### config.mk
export PLATFORM = sky130hd
export DESIGN_NAME = multu_hilo
export DESIGN_NICKNAME = d
export VERILOG_FILES = /design/src/rtl/multu_hilo_pkg.sv /design/src/rtl/multu_hilo.sv
export SDC_FILE = /design/constraint.sdc
export NUM_CORES = 1
export LEC_CHECK = 0
export BUFFER_PORTS_ARGS = -buffer_cell sky130_fd_sc_hd__clkbuf_2
export CAP_MARGIN = 5
export CORE_MARGIN = 8
export CORE_UTILIZATION = 35
export CTS_BUF_LIST = sky130_fd_sc_hd__clkbuf_4 sky130_fd_sc_hd__clkbuf_8 sky130_fd_sc_hd__clkbuf_16
export DETAILED_ROUTE_END_ITERATION = 8
export GPL_ROUTABILITY_DRIVEN = 1
export SLEW_MARGIN = 20
export SYNTH_ARGS = -nofsm -noshare
export SYNTH_HDL_FRONTEND = slang
export SYNTH_SLANG_ARGS = --single-unit
### constraint.sdc
create_clock -name clk -period 2.9 [get_ports clk]
set_clock_uncertainty 0.1 [all_clocks]
set_input_delay 0.29 -clock clk [delete_from_list [all_inputs] [get_ports clk]]
set_output_delay 0.29 -clock clk [all_outputs]
set_load 0.05 [all_outputs]
### src/rtl/multu_hilo_pkg.sv
// Shared definitions for the multiplier and the downstream ALU result mux:
// R-type funct codes and the multiplier FSM state encoding.
package multu_hilo_pkg;

  localparam logic [5:0] FUNCT_AND   = 6'b100100;
  localparam logic [5:0] FUNCT_OR    = 6'b100101;
  localparam logic [5:0] FUNCT_ADD   = 6'b100000;
  localparam logic [5:0] FUNCT_SUB   = 6'b100010;
  localparam logic [5:0] FUNCT_SLT   = 6'b101010;
  localparam logic [5:0] FUNCT_SRL   = 6'b000010;
  localparam logic [5:0] FUNCT_MFHI  = 6'b010000;
  localparam logic [5:0] FUNCT_MFLO  = 6'b010010;
  localparam logic [5:0] FUNCT_MULTU = 6'd25;

  localparam logic [0:0] ST_IDLE = 1'b0;
  localparam logic [0:0] ST_BUSY = 1'b1;

endpackage

### src/rtl/multu_hilo.sv
// Sequential unsigned shift-add multiplier owning the Hi/Lo register pair.
// One product bit is retired per cycle; Hi/Lo are committed together at the end.
module multu_hilo
  import multu_hilo_pkg::*;
#(
  parameter int         WIDTH       = 32,
  parameter logic [5:0] MULTU_FUNCT = FUNCT_MULTU
) (
  input  logic             clk,
  input  logic             rst_n,
  input  logic             start,
  input  logic [5:0]       Signal,
  input  logic [WIDTH-1:0] src_a,
  input  logic [WIDTH-1:0] src_b,
  output logic [WIDTH-1:0] HiOut,
  output logic [WIDTH-1:0] LoOut,
  output logic             busy,
  output logic             done
);

  localparam int CW = $clog2(WIDTH);

  logic [0:0]         r_state;
  logic [CW-1:0]      r_count;
  logic [WIDTH-1:0]   r_mcand;
  logic [2*WIDTH-1:0] r_prod;
  logic [WIDTH-1:0]   r_hi;
  logic [WIDTH-1:0]   r_lo;
  logic               r_busy;
  logic               r_done;

  logic [WIDTH:0]     w_sum;
  logic [2*WIDTH-1:0] w_prod_nxt;
  logic               w_accept;
  logic               w_last;

  // Carry out of the partial-product add re-enters at the MSB on the shift.
  assign w_sum      = {1'b0, r_prod[2*WIDTH-1:WIDTH]} + (r_prod[0] ? {1'b0, r_mcand} : '0);
  assign w_prod_nxt = {w_sum, r_prod[WIDTH-1:1]};
  assign w_accept   = start && (Signal == MULTU_FUNCT);
  assign w_last     = (r_count == CW'(WIDTH - 1));

  always_ff @(posedge clk or negedge rst_n) begin
    if (!rst_n) begin
      r_state <= ST_IDLE;
      r_count <= '0;
      r_mcand <= '0;
      r_prod  <= '0;
      r_hi    <= '0;
      r_lo    <= '0;
      r_busy  <= 1'b0;
      r_done  <= 1'b0;
    end else begin
      r_done <= 1'b0;
      case (r_state)
        ST_IDLE: begin
          if (w_accept) begin
            r_mcand <= src_a;
            r_prod  <= {{WIDTH{1'b0}}, src_b};
            r_count <= '0;
            r_busy  <= 1'b1;
            r_state <= ST_BUSY;
          end
        end
        ST_BUSY: begin
          r_prod  <= w_prod_nxt;
          r_count <= r_count + CW'(1);
          // Hi/Lo keep the previous product until the final iteration lands.
          if (w_last) begin
            r_hi    <= w_prod_nxt[2*WIDTH-1:WIDTH];
            r_lo    <= w_prod_nxt[WIDTH-1:0];
            r_busy  <= 1'b0;
            r_done  <= 1'b1;
            r_state <= ST_IDLE;
          end
        end
        default: r_state <= ST_IDLE;
      endcase
    end
  end

  assign HiOut = r_hi;
  assign LoOut = r_lo;
  assign busy  = r_busy;
  assign done  = r_done;

endmodule
# Yosys cells after proc, flatten, opt, wreduce, memory -nomap -nowiden
# Index checks and enable logic that the tools add are counted.
# word_totals
register_bits,168
# op_classes
add_sub_neg,2
n_eq_ne,4
mux,13
bitwise_logic,1
n_reduce_logical,4
# ops
op,count
64-bit case mux with 2 select lines,1
64-bit 2-to-1 mux,1
32-bit by 32-bit adder with 33-bit output,1
32-bit 2-to-1 mux,1
5-bit case mux with 2 select lines,1
6-bit by 5-bit == test with 1-bit output (second input constant),1
1-bit 2-to-1 mux,6
2-bit AND reduction,3
5-bit by 1-bit adder with 5-bit output (second input constant),1
5-bit == test (second input constant),1
5-bit 2-to-1 mux,1
1-bit case mux with 2 select lines,2
2-bit by 1-bit != test with 1-bit output (second input constant),1
2-bit != test (second input constant),1
1-bit logical AND,1
1-bit NOT,1

# Depth between registers and ports, before layout
# Gate-level depths: netlist of the first run.
# logic_depth
word_depth,4
depth_mapped,11

# Least setup slack after synthesis of the first run
# OpenSTA, ideal clock, no wires.
# synth_path
path_kind,flip-flop to flip-flop
start,register r_prod[0]
end,register r_prod[59]
setup_ns,0.122
t_arrival_ns,2.504
t_required_ns,2.678
path_slack_ns,0.174
stages_incl_launch_ff,11
n_path_buf,1
synth_period_minus_slack_ns,2.726
path_cell_list,dfrtp_1 > clkbuf_1 > nand2_1 > fa_1 > nor2b_4 > o2111ai_2 > a21oi_4 > o21ai_4 > a2111oi_4 > o21ai_0 > a32o_1
# synth_between
elab_chain_len,3
# synth_rtl
item,line_no,source
"start, declared",multu_hilo.sv:26,logic [2*WIDTH-1:0] r_prod;
"start signal, assigned",multu_hilo.sv:59,"r_prod <= {{WIDTH{1'b0}}, src_b};"
"start signal, assigned",multu_hilo.sv:66,r_prod <= w_prod_nxt;
32-bit 2-to-1 mux,multu_hilo.sv:38,"assign w_sum = {1'b0, r_prod[2*WIDTH-1:WIDTH]} + (r_prod[0] ? {1'b0, r_mcand} : '0);"
32-bit by 32-bit adder with 33-bit output,multu_hilo.sv:38,
64-bit case mux with 2 select lines,multu_hilo.sv:55,case (r_state)
# No other way between the ends.
# A chain may end at the register's enable or synchronous reset.

# Final worst setup path of the first run
# Same ends and word-level chain as after synthesis.

==> impl_metrics.tcl, run 1 <==
set metrics [dict create \
    htree_num_levels 4 \
    diodes 0 \
    slew-limit-headroom_pct 44.5 \
    start_util_pct 35.4 \
    hold_viol 0 \
    rr_worst_depth 10 \
    ir_worst_vdd_v 0.000341 \
    final_cell_mix "nand2_1, dfrtp_1, clkbuf_2" \
    tightestPinTransition_ns 0.832 \
    grt_use_total_pct 15.5 \
    muxShareOfSynthArea_pct 9.21 \
    ios 139 \
    root_buffer "clkbuf_16" \
    dieArea_mm2 0.0306 \
    cts_tree "built" \
    vias 7271 \
    max_cap_violations 0 \
    drtAntennaViolNets 0 \
    finalCriticalPeriod_ns 2.82 \
    period_share_pct 97.2 \
    first_pass_iters 5 \
    synth_top_family_by_area "simple AND/OR/NAND/NOR gates" \
    wl_um 23700 \
    synth_fp_nets 1013 \
    io_buffers 138 \
    route.detailed.drc 0 \
    critPathSlowestCell "dfrtp_2" \
    routabilityCongestion 0.888 \
    synthSimpleGateAreaFrac_pct 17.7 \
    final_common_cell "nand2_1" \
    yosys.area_share.xor_xnor_pct 2.28 \
    cts.sinks 168 \
    synth_compound_area_share_pct 14.9 \
    drive_gt1_share_pct 29.9 \
    synth-seq-cells 168 \
    ys_seq_area_share_pct 47.5 \
    powerDensity_mw_per_mm2 701 \
    setup_viol 0 \
    power.total_w 0.00801 \
    die_h_um 175 \
    yosys.area.top_type "dfrtp_1" \
    synth_top_cells_by_area "dfrtp_1, nand2_1, mux2_2, ha_1, o21ai_0" \
    rsz0062_at_grt "yes" \
    via_per_inst 5.03 \
    crit_fanout 27 \
    hp-class "in2reg" \
    min_path_cells 2 \
    grt_pass1_wl_um 38900 \
    path_class "reg2reg" \
    antenna_found_initial 0 \
    power.leakage_nw 5.59 \
    fmax_ghz 0.355 \
    cp.required_ns 3.11 \
    synth_top_area_share_pct 47.5 \
    status "finished, final reports clean" \
    synth-edff-count 0 \
    clk_pin_slew_ns 0.07 \
    grt_max_degree 85 \
    row_count 58 \
    crit_path_max_incr_delay_ns 0.44 \
    cp_cell_sequence "buf_12 -> and2_1 -> ha_4 -> a21o_1 -> nand2_2 -> a21oi_2 -> o41ai_4 -> o31ai_2 -> or3_4 -> a32o_1" \
    synthCells 905 \
    ys_warn_count 0 \
    overflow 0 \
    synth_ff_type "dfrtp_1" \
    dp_hpwl_um 16500 \
    syn_to_final_growth_pct 29.2 \
    utilization_pct 45.8 \
    clk_latency_ns 0.42 \
    ys_async_sr_fraction_pct 100 \
    routedWlPerCell_um 16.4 \
    slew_violations 0 \
    synth.cell_area_mm2 0.00884 \
    worst_setup_path_start_kind "flop" \
    end_kind "flop" \
    syn_area_per_cell_um2 9.77 \
    crit_arrival_ns 3.02 \
    ys_types 69 \
    nNetsFinal 1210 \
    die_w_um 175 \
    synthAdderAreaFrac_pct 5.04 \
    drtIter0Drc 553 \
    first_global_vias 7251 \
    nFillCells 2397 \
    numCtsBuffers 17 \
    core-area_mm2 0.0250 \
    cts.path.max_buffers 2 \
]
==> final timing paths <==
| check | start | endpoint | slack, ns |
|---|---|---|---|
| worst min-delay path | src_a[0] | r_mcand[0] | 0.02 |
| worst max-delay path | r_prod[0] | r_prod[59] | 0.08 |
| worst max register to register | r_prod[0] | r_prod[59] | 0.08 |
| min in group asynchronous | rst_n | LoOut[12] | 0.34 |
| worst min register to register | LoOut[5] | LoOut[5] | 0.38 |
| max in group asynchronous | rst_n | HiOut[18] | 1.67 |
==> kinds of logic after synthesis <==
group	Yosys count
AO/OA/AOI/OAI	191
XOR/XNOR	23
multiplexers	76
flip-flops	168
AND/OR/NAND/NOR	348
adder cells (fa/ha/maj)	35
buffers and inverters	64
==> layer usage <==
layer / up-vias / global-route usage [%] / share of wire [%]
li1: 3541 / - / -
met1: 3553 / 21.2 / 48
met2: 157 / 24.5 / 46
met3: 20 / 3.26 / 4.5
met4: 0 / 4.03 / 1.1
met5: - / 0 / 0
==> worst max-delay path, delay by kind of cell (launching register included) <==
kind | cells | cell delay (ns)
buf+inv | 1 | 0.16
fa+ha+maj | 1 | 0.25
flops | 1 | 0.44
compound gates | 5 | 1.08
simple gates | 3 | 0.65
==> per-stage QoR <==
stage | setup TNS [ns] | instance area [um^2] | worst slack [ns] | std cells | hold slack [ns]
after floorplan | 0 | 8840 | 0.174 | 905 | -0.106
after global placement | 0 | 10200 | 0.00117 | 1377 | 0.232
after detailed placement | -0.173 | 10200 | -0.107 | 1377 | 0.230
after CTS | 0 | 11100 | 0.00770 | 1441 | 0.00290
after global routing | -0.239 | 11400 | -0.0675 | 1445 | 0.00635
final | 0 | 11400 | 0.0825 | 1445 | 0.0167
==> flip-flops by register name, indices dropped and copies added (netlist names) <==
name     count
HiOut       32
LoOut       32
busy         1
done         1
r_count      5
r_mcand     32
r_prod      64
r_state      1
==> cell usage after synthesis (all sizes together) (2+ instances only) <==
cell	instances
a21oi	35
nor3	6
a31oi	2
inv	10
nand3	23
nand4b	2
a21boi	2
mux2i	33
a211o	3
o311ai	2
nor2b	4
o2111ai	2
or2	2
a21o	24
o211ai	4
a31o	2
o31ai	6
buf	20
a211oi	6
and2	35
a32o	2
xnor2	14
xor2	9
clkbuf	34
nand4	12
dfrtp	168
mux2	43
o21bai	5
a22o	4
o21ai	76
a41oi	3
a2111oi	2
or3	3
o21a	5
nor2	31
ha	34
nand2b	2
and3	14
nand2	210
==> power breakdown <==
group,internal [W],switching (W)
registers,0.00283,0.000410
clock network,0.00133,0.00103
logic,0.00117,0.00123
==> repair_timing <==
| item | 4_1_cts | 5_1_grt |
|---|---|---|
| hold buffers | 30 | 1 |
| resized for setup | 7 | 42 |
| setup endpoints to repair | 11 | 24 |
| pin swaps | 3 | 8 |
| hold endpoints to repair | 86 | 1 |
| setup buffers | 2 | 3 |
==> area by class of cell <==
cell class	instances	area, um^2	share of cell area [%]
repair buffers	232	1540	13.5
multi-input cells	673	4620	40.4
well taps	330	413	3.61
clock inverters	13	159	1.39
clock buffers	19	447	3.91
flip-flops and latches	168	4210	36.8
inverters	10	37.5	0.328
Note: power is estimated with default switching activity, not from simulation.
==> run 2: changes to the inputs <==
- SKIP_CTS_REPAIR_TIMING: unset -> 1
- SKIP_LAST_GASP: unset -> 1
- clock period: 2.9 -> 3.4 ns (I/O delays scaled with it)
==> run 2 against run 1 <==
  * Maximum frequency down 4.5%
  * Wire length down 3.9%
  * Register-to-register slack improved by 0.37 ns
  * Critical path depth rose by 1
  * Total power is 21% lower
  * Count of clock-buffer cells in the layout is 1 lower
  * Clock power down 16%
  * Global-route usage decreased by 0.35 points
  * Cell count down 5.6%
  * First-iteration DRC count grew 8.5%
  * Critical path type unchanged
  * Largest power group unchanged
==> impl_metrics.tcl, run 2 (synthesized netlist as in run 1, its figures left out) <==
set metrics [dict create \
    status "finished, final reports clean" \
    setup_viol 0 \
    cts_tree "built" \
    htree_num_levels 4 \
    ir_worst_vdd_v 0.000283 \
    largest_reg_flops 64 \
    clk_pin_slew_ns 0.07 \
    syn_to_final_growth_pct 18.0 \
    powerDensity_mw_per_mm2 610 \
    drtAntennaViolNets 0 \
    period_share_pct 86.8 \
    numCtsBuffers 17 \
    ff2ff_setup_slack_ns 0.45 \
    row_count 58 \
    io_buffers 138 \
    dieArea_mm2 0.0306 \
    power.leakage_nw 5.22 \
    start_util_pct 35.4 \
    die_w_um 175 \
    dp_hpwl_um 15800 \
    fin_setup_tns_ns 0 \
    route.detailed.drc 0 \
    drive_gt1_share_pct 24.3 \
    max_cap_violations 0 \
    stdcell_area_mm2 0.0104 \
    dpl.cell_count 1331 \
    slew-limit-headroom_pct 38.9 \
    finalCriticalPeriod_ns 2.95 \
    grt_pass1_wl_um 37700 \
    r2r_start "r_prod[0]" \
    cp-startpoint "r_prod[0]" \
    via_per_inst 5.04 \
    power.total_w 0.00637 \
    root_buffer "clkbuf_16" \
    cp_cell_sequence "and2_1 -> ha_1 -> inv_1 -> fa_1 -> nor2b_4 -> o2111ai_2 -> a21oi_4 -> o21ai_4 -> a2111oi_4 -> o21ai_0 -> a32o_1" \
    nNetsFinal 1129 \
    hp-class "in2reg" \
    core-area_mm2 0.0250 \
    slew_violations 0 \
    wl_um 22700 \
    critPathSlowestCell "fa_1" \
    vias 6868 \
    rr_worst_depth 11 \
    first_pass_iters 4 \
    path_class "reg2reg" \
    overflow 0 \
    fmax_ghz 0.339 \
    first_global_vias 7155 \
    antenna_found_initial 0 \
    die_h_um 175 \
    cts.sinks 168 \
    end_kind "flop" \
    ff_latch_area_mm2 0.00421 \
    clk_latency_ns 0.42 \
    largest-register "r_prod" \
    ios 139 \
    drtIter0Drc 600 \
    min_path_cells 2 \
    cts.path.max_buffers 2 \
    grt_use_total_pct 15.2 \
    diodes 0 \
    final_cells 1364 \
    hold_slack_ns 0.0356 \
    routedWlPerCell_um 16.7 \
    grt_max_degree 97 \
    nFillCells 2504 \
    cp.required_ns 3.61 \
    worst_setup_path_start_kind "flop" \
    critPathCapture "r_prod[59]" \
    crit_fanout 6 \
    final_common_cell "nand2_1" \
    r2r-end "r_prod[59]" \
    final_cell_mix "nand2_1, dfrtp_1, clkbuf_2" \
    tightestPinTransition_ns 0.916 \
    postPlaceCellArea_mm2 0.00983 \
    crit_arrival_ns 3.16 \
    multiInputGateArea_mm2 0.00436 \
    hold_viol 0 \
    rsz0062_at_grt "no" \
    routabilityCongestion 0.849 \
    crit_path_max_incr_delay_ns 0.44 \
]
## run 2: final cells by class
type                       count  share of cell area [%]
clock buffer                  18                    4.21
inverter                      10                   0.360
tap                          330                    3.96
sequential                   168                    40.3
timing repair buffer         151                    7.88
multi-input combinational    673                    41.7
clock inverter                14                    1.53
## run 2: how the worst min path moves through the flow
| stage | startpoint | endpoint | slack, ns |
|---|---|---|---|
| 6_report | src_a[12] | r_mcand[12] | 0.04 |
| 5_1_grt | src_a[23] | r_mcand[23] | 0.03 |
| 4_1_cts | rst_n | LoOut[12] | -0.04 |
| 3_5_place_dp | LoOut[5] | LoOut[5] | 0.36 |
| 3_3_place_gp | LoOut[22] | LoOut[22] | 0.36 |
| 2_1_floorplan | rst_n | HiOut[0] | -0.06 |
## run 2: worst max-delay path, delay by kind of cell, from the launching register on
family                     cells  cell delay [ns]
adders and majority gates      2             0.60
AOI/OAI and AO/OA              6             1.36
and+or+nand+nor                2             0.30
buffers and inverters          1             0.05
DFF                            1             0.42
## run 2: metrics by stage
stage                     worst slack [ns]  utilization (%)
after CTS                            0.449             41.8
final                                0.449             41.8
after global routing                 0.232             41.8
after detailed placement             0.490             39.4
after floorplan                      0.674                -
after global placement               0.530             39.4
## run 2: routing by layer
layer | vias up | track usage, % | wire length [um]
li1 | 3376 | - | -
met3 | 21 | 3.11 | 1110
met2 | 156 | 24.4 | 10300
met1 | 3315 | 20.2 | 11000
met4 | 0 | 4.59 | 324
met5 | - | 0 | 0
## run 2: where the power goes
part           switching [W]  leakage (nW)  internal [W]
clock               0.000877         0.292       0.00112
combinational       0.000945          2.90      0.000675
sequential          0.000329          2.03       0.00242
total                0.00215          5.22       0.00421
